--- config.mk ---
export PLATFORM = sky130hd
export DESIGN_NAME = imem_loader_ctrl
export DESIGN_NICKNAME = d
export VERILOG_FILES = /design/src/rtl/imem_loader_ctrl.sv
export SDC_FILE = /design/constraint.sdc
export NUM_CORES = 1
export LEC_CHECK = 0
export CAP_MARGIN = 25
export CORE_ASPECT_RATIO = 0.9
export CORE_MARGIN = 2
export CORE_UTILIZATION = 35
export DETAILED_ROUTE_END_ITERATION = 8
export GPL_TIMING_DRIVEN = 1
export MAX_ROUTING_LAYER = met4
export PLACE_DENSITY = 0.66
export SKIP_CTS_REPAIR_TIMING = 1
export SLEW_MARGIN = 20
export SYNTH_ARGS = -nofsm -noshare
export SYNTH_HDL_FRONTEND = slang
export SYNTH_SLANG_ARGS = --single-unit
--- constraint.sdc ---
create_clock -name clk -period 2.7 [get_ports clk]
set_input_delay 0.27 -clock clk [delete_from_list [all_inputs] [get_ports clk]]
set_output_delay 0.27 -clock clk [all_outputs]
set_load 0.02 [all_outputs]
--- src/rtl/imem_loader_ctrl.sv ---
// imem_loader_ctrl: shares the instruction memory port between a byte-serial loader and CPU fetch
module imem_loader_ctrl #(
    parameter int DEPTH  = 256,
    parameter int ADDR_W = 8,
    parameter int WORD_W = 32
) (
    input  logic              clk,
    input  logic              rst_n,
    input  logic              ld_valid,
    input  logic [7:0]        ld_byte,
    input  logic              ld_last,
    output logic              ld_ready,
    input  logic              reload,
    input  logic              fetch_req,
    input  logic [ADDR_W-1:0] fetch_addr,
    output logic [WORD_W-1:0] fetch_data,
    output logic              fetch_valid,
    output logic              cpu_run,
    output logic [ADDR_W-1:0] mem_addr,
    output logic [WORD_W-1:0] mem_wdata,
    output logic              mem_we,
    input  logic [WORD_W-1:0] mem_rdata,
    output logic [ADDR_W:0]   word_count,
    output logic              error
);
    typedef enum logic [1:0] {LOAD, WRITE, RUN} state_t;
    localparam logic [ADDR_W:0] FULL = (ADDR_W+1)'(DEPTH);
    state_t              state_q;
    logic [1:0]          idx_q;
    logic [WORD_W-1:0]   word_q, word_d, wdata_q, fdata_q;
    logic [ADDR_W:0]     wc_q;
    logic [ADDR_W-1:0]   waddr_q;
    logic                err_q, last_q, ld_ready_q, mem_we_q, cpu_run_q, fv_q, oob_q;
    logic                accept, full;
    always_comb begin
        accept     = state_q == LOAD && ld_ready_q && ld_valid && !reload;
        full       = wc_q == FULL;
        word_d     = (idx_q == 2'd0 ? '0 : word_q) | (WORD_W'(ld_byte) << {~idx_q, 3'b000});
        fetch_data = fv_q ? (oob_q ? '0 : mem_rdata) : fdata_q;
        mem_addr   = (state_q == RUN && fetch_req) ? fetch_addr : waddr_q;
    end
    assign ld_ready    = ld_ready_q;
    assign mem_we      = mem_we_q;
    assign mem_wdata   = wdata_q;
    assign cpu_run     = cpu_run_q;
    assign fetch_valid = fv_q;
    assign word_count  = wc_q;
    assign error       = err_q;
    always_ff @(posedge clk) begin
        if (!rst_n) begin
            state_q    <= LOAD;
            idx_q      <= '0;
            word_q     <= '0;
            wdata_q    <= '0;
            fdata_q    <= '0;
            wc_q       <= '0;
            waddr_q    <= '0;
            err_q      <= 1'b0;
            last_q     <= 1'b0;
            ld_ready_q <= 1'b0;
            mem_we_q   <= 1'b0;
            cpu_run_q  <= 1'b0;
            fv_q       <= 1'b0;
            oob_q      <= 1'b0;
        end else begin
            mem_we_q <= 1'b0;
            fv_q     <= state_q == RUN && fetch_req;
            oob_q    <= {1'b0, fetch_addr} >= wc_q || {1'b0, fetch_addr} >= FULL;
            fdata_q  <= fetch_data;
            case (state_q)
                LOAD: begin
                    ld_ready_q <= 1'b1;
                    if (reload) begin
                        idx_q <= '0;
                        wc_q  <= '0;
                        err_q <= 1'b0;
                    end else if (accept && full) begin
                        // memory is full: drop the byte but still honour end of program
                        err_q <= 1'b1;
                        if (ld_last) begin
                            state_q    <= RUN;
                            ld_ready_q <= 1'b0;
                            cpu_run_q  <= 1'b1;
                        end
                    end else if (accept) begin
                        word_q <= word_d;
                        idx_q  <= idx_q + 2'd1;
                        if (idx_q == 2'd3 || ld_last) begin
                            state_q    <= WRITE;
                            ld_ready_q <= 1'b0;
                            mem_we_q   <= 1'b1;
                            waddr_q    <= wc_q[ADDR_W-1:0];
                            wdata_q    <= word_d;
                            last_q     <= ld_last;
                            idx_q      <= '0;
                        end
                    end
                end
                WRITE: begin
                    wc_q       <= reload ? '0 : wc_q + (ADDR_W+1)'(1);
                    err_q      <= reload ? 1'b0 : err_q;
                    state_q    <= (last_q && !reload) ? RUN : LOAD;
                    ld_ready_q <= !last_q || reload;
                    cpu_run_q  <= last_q && !reload;
                end
                RUN: begin
                    if (reload) begin
                        state_q    <= LOAD;
                        ld_ready_q <= 1'b1;
                        cpu_run_q  <= 1'b0;
                        wc_q       <= '0;
                        err_q      <= 1'b0;
                        idx_q      <= '0;
                    end
                end
                default: state_q <= LOAD;
            endcase
        end
    end
endmodule

==> flow_summary.ini, run 1 <==
[yosys]
synth_warnings = 0
netlist_instances = 659
async_flop_share_pct = 0
yosysSeqAreaShare_pct = 44.9
syn_avg_cell_area_um2 = 8.39
synth_area_um2 = 5530
ys_types = 45
ys_ff_latch = 124
synth_ff_type = dfxtp_1
synth_edf_count = 0
syn_nets = 729

[die]
start_util_pct = 35.8
die_width_um = 137
pin_count = 140
core_area_um2 = 15400
die_area_um2 = 16800
core.rowCount = 43
die_h_um = 123

[finish]
multi_input_area_um2 = 2720
diodes = 0
regArea_um2 = 2480
layout_commonest_cell = clkdlybuf4s50_1
final_cells = 1003
nets = 858
final_cell_mix = clkdlybuf4s50_1 (139), dfxtp_1 (124), nor2_1 (90)
synthToLayoutAreaGrowth_pct = 41.3
drive_gt1_share_pct = 8.11
n_fill_cell = 1469
fin_area_um2 = 7820

[global_routing]
grt_overflow_total = 0
grt_pass1_vias = 4546
antenna_found_initial = 0
grt_max_degree = 68
grtUsageTotal_pct = 17.9
grt_pass1_wl_mm = 23.0

[timing]
worstMarginPinSlew_ns = 1.03
skew_ns = 0.00983
setup_ws_ns = 0.200
max_freq_mhz = 400
relSlewSlack_pct = 30.8
setup_viol = 0
slew_viol_final = 0
hold_viol = 0
rsz0062_at_grt = false
min_period_ns = 2.50
period_share_pct = 92.6
setup_tns_ns = 0

[placed_design]
io_buffers = 139
postPlaceCellArea_um2 = 7160
post-place-ws_ns = 0.401
gp_congestion = 0.821
dpl.cell_count = 971
dp_hpwl_mm = 9.27

[critical_path]
crit_path_end_kind = output port
start_kind = flip-flop
path_cells = inv_1 > ha_1 > nand2_4 > mux2_2 > clkdlybuf4s50_1
critPathSlowestCell = clkdlybuf4s50_1
cp.arrival_ns = 2.23
reg2reg_from = state_q[1]
crit_type = reg2out
critPathMaxStageDelay_ns = 0.54
r2r_slack_ns = 0.38
cp_max_fo = 10
r2r-end = mem_wdata[22]
ff2ff_path_depth = 7
cp.required_ns = 2.43

[hold_path]
min_to = cpu_run
hold_path_class = reg2reg
hp-start = cpu_run
hold-path-cell-count = 2

[route]
viasPerCell = 4.83
wire_per_inst_um = 13.9
drt-total-wl_mm = 14.0
vias = 4844
dr.pass1.iters = 4
drc = 0
ant_nets = 0
drt_iter0_markers = 358

[clocking]
cts_sinks = 124
cts-buffers-inserted = 17
clk_path_buf_depth = 2
cts-root-buf = clkbuf_16
htree_levels = 4
insertion_delay_ns = 0.42
cts_tree = yes
cts.clk_slew.worst_paths_ns = 0.05

[flow_run]
drv_cap = 0

[run_status]
status = completed

[pwr]
powerDensity_nw_per_um2 = 770
vdd_drop_max_uv = 441
power_leakage_nw = 2.66
==> area by class of cell <==
type	count	share of cell area [%]
multi-input combinational	444	34.9
sequential	124	31.8
timing repair buffer	152	19.5
clock buffer	22	6.20
tap	202	3.23
inverter	49	2.35
clock inverter	10	2.07
==> how the worst max path moves through the flow <==
stage,startpoint,end,slack (ns),depth (start not counted)
5_1_grt,state_q[0],mem_addr[5],0.05,5
3_3_place_gp,state_q[0],mem_addr[5],0.45,5
2_1_floorplan,word_count[0],waddr_q[5],0.61,8
6_report,state_q[0],mem_addr[5],0.20,5
4_1_cts,state_q[0],mem_addr[5],-0.06,5
3_5_place_dp,state_q[0],mem_addr[5],0.40,5
==> critical path, delay by kind of cell (launching register included) <==
family | cells | cell delay, ns
AND/OR/NAND/NOR | 1 | 0.18
multiplexers | 1 | 0.35
flip-flops | 1 | 0.35
adder cells (fa/ha/maj) | 1 | 0.30
buffers and inverters | 2 | 0.62
==> layer usage <==
layer  wire length, um  track usage [%]
met1              6960             23.9
met2              6070             26.7
met3               781             4.47
met4               172             5.79
met5                 0                -
==> synthesized netlist by cell type, drive strengths merged, types with 2 or more instances <==
| cell | instances | area (um2) |
|---|---|---|
| dfxtp | 124 | 2480 |
| nor2 | 90 | 338 |
| a211oi | 69 | 523 |
| inv | 49 | 184 |
| a21oi | 47 | 235 |
| o21ai | 44 | 220 |
| nand2 | 43 | 161 |
| nor2b | 36 | 225 |
| and2 | 33 | 206 |
| clkbuf | 29 | 109 |
| ha | 16 | 200 |
| buf | 13 | 66.3 |
| mux2i | 10 | 100 |
| mux2 | 8 | 90.1 |
| nand3 | 4 | 20.0 |
| nand3b | 4 | 30.0 |
| or3 | 4 | 30.0 |
| nand2b | 3 | 18.8 |
| nand4 | 3 | 18.8 |
| nor4 | 3 | 18.8 |
| a31oi | 2 | 12.5 |
| a41o | 2 | 20.0 |
| nor3 | 2 | 10.0 |
| o211ai | 2 | 15.0 |
| o21a | 2 | 15.0 |
| or4 | 2 | 18.8 |
| or4b | 2 | 20.0 |
==> power by group <==
group	leakage [nW]	switching [W]	internal (W)
Combinational	1.35	0.000802	0.000637
Sequential	1.00	0.0000938	0.00202
Clock	0.308	0.000817	0.00164
Total	2.66	0.00171	0.00430
==> stage by stage <==
step	util, %	power (W)	hold slack, ns
2_1_floorplan	-	0.00305	0.410
3_3_place_gp	46.4	0.00358	0.451
3_5_place_dp	46.4	0.00359	0.467
4_1_cts	50.6	0.00608	0.480
5_1_grt	50.6	0.00635	0.509
6_report	50.6	0.00602	0.478
==> cells by family after synthesis <==
logic type | synth area share (%)
AOI/OAI and AO/OA | 20.1
DFF | 44.9
adders and majority gates | 3.62
and+or+nand+nor | 21.5
muxes | 3.44
buffers and inverters | 6.49
==> state kept, by name, summed over array words and instances, names as in the netlist, 2 cells and up <==
name,cells
word_q,32
waddr_q,8
word_count,9
idx_q,2
fdata_q,32
mem_wdata,32
state_q,2
No activity file was read; power rests on OpenSTA's default activity.
==> inputs of run 2 (changes only) <==
- GPL_TIMING_DRIVEN: 1 -> not set
==> results of run 2 <==
The final DEF is identical to that of run 1; final timing and power are the same.
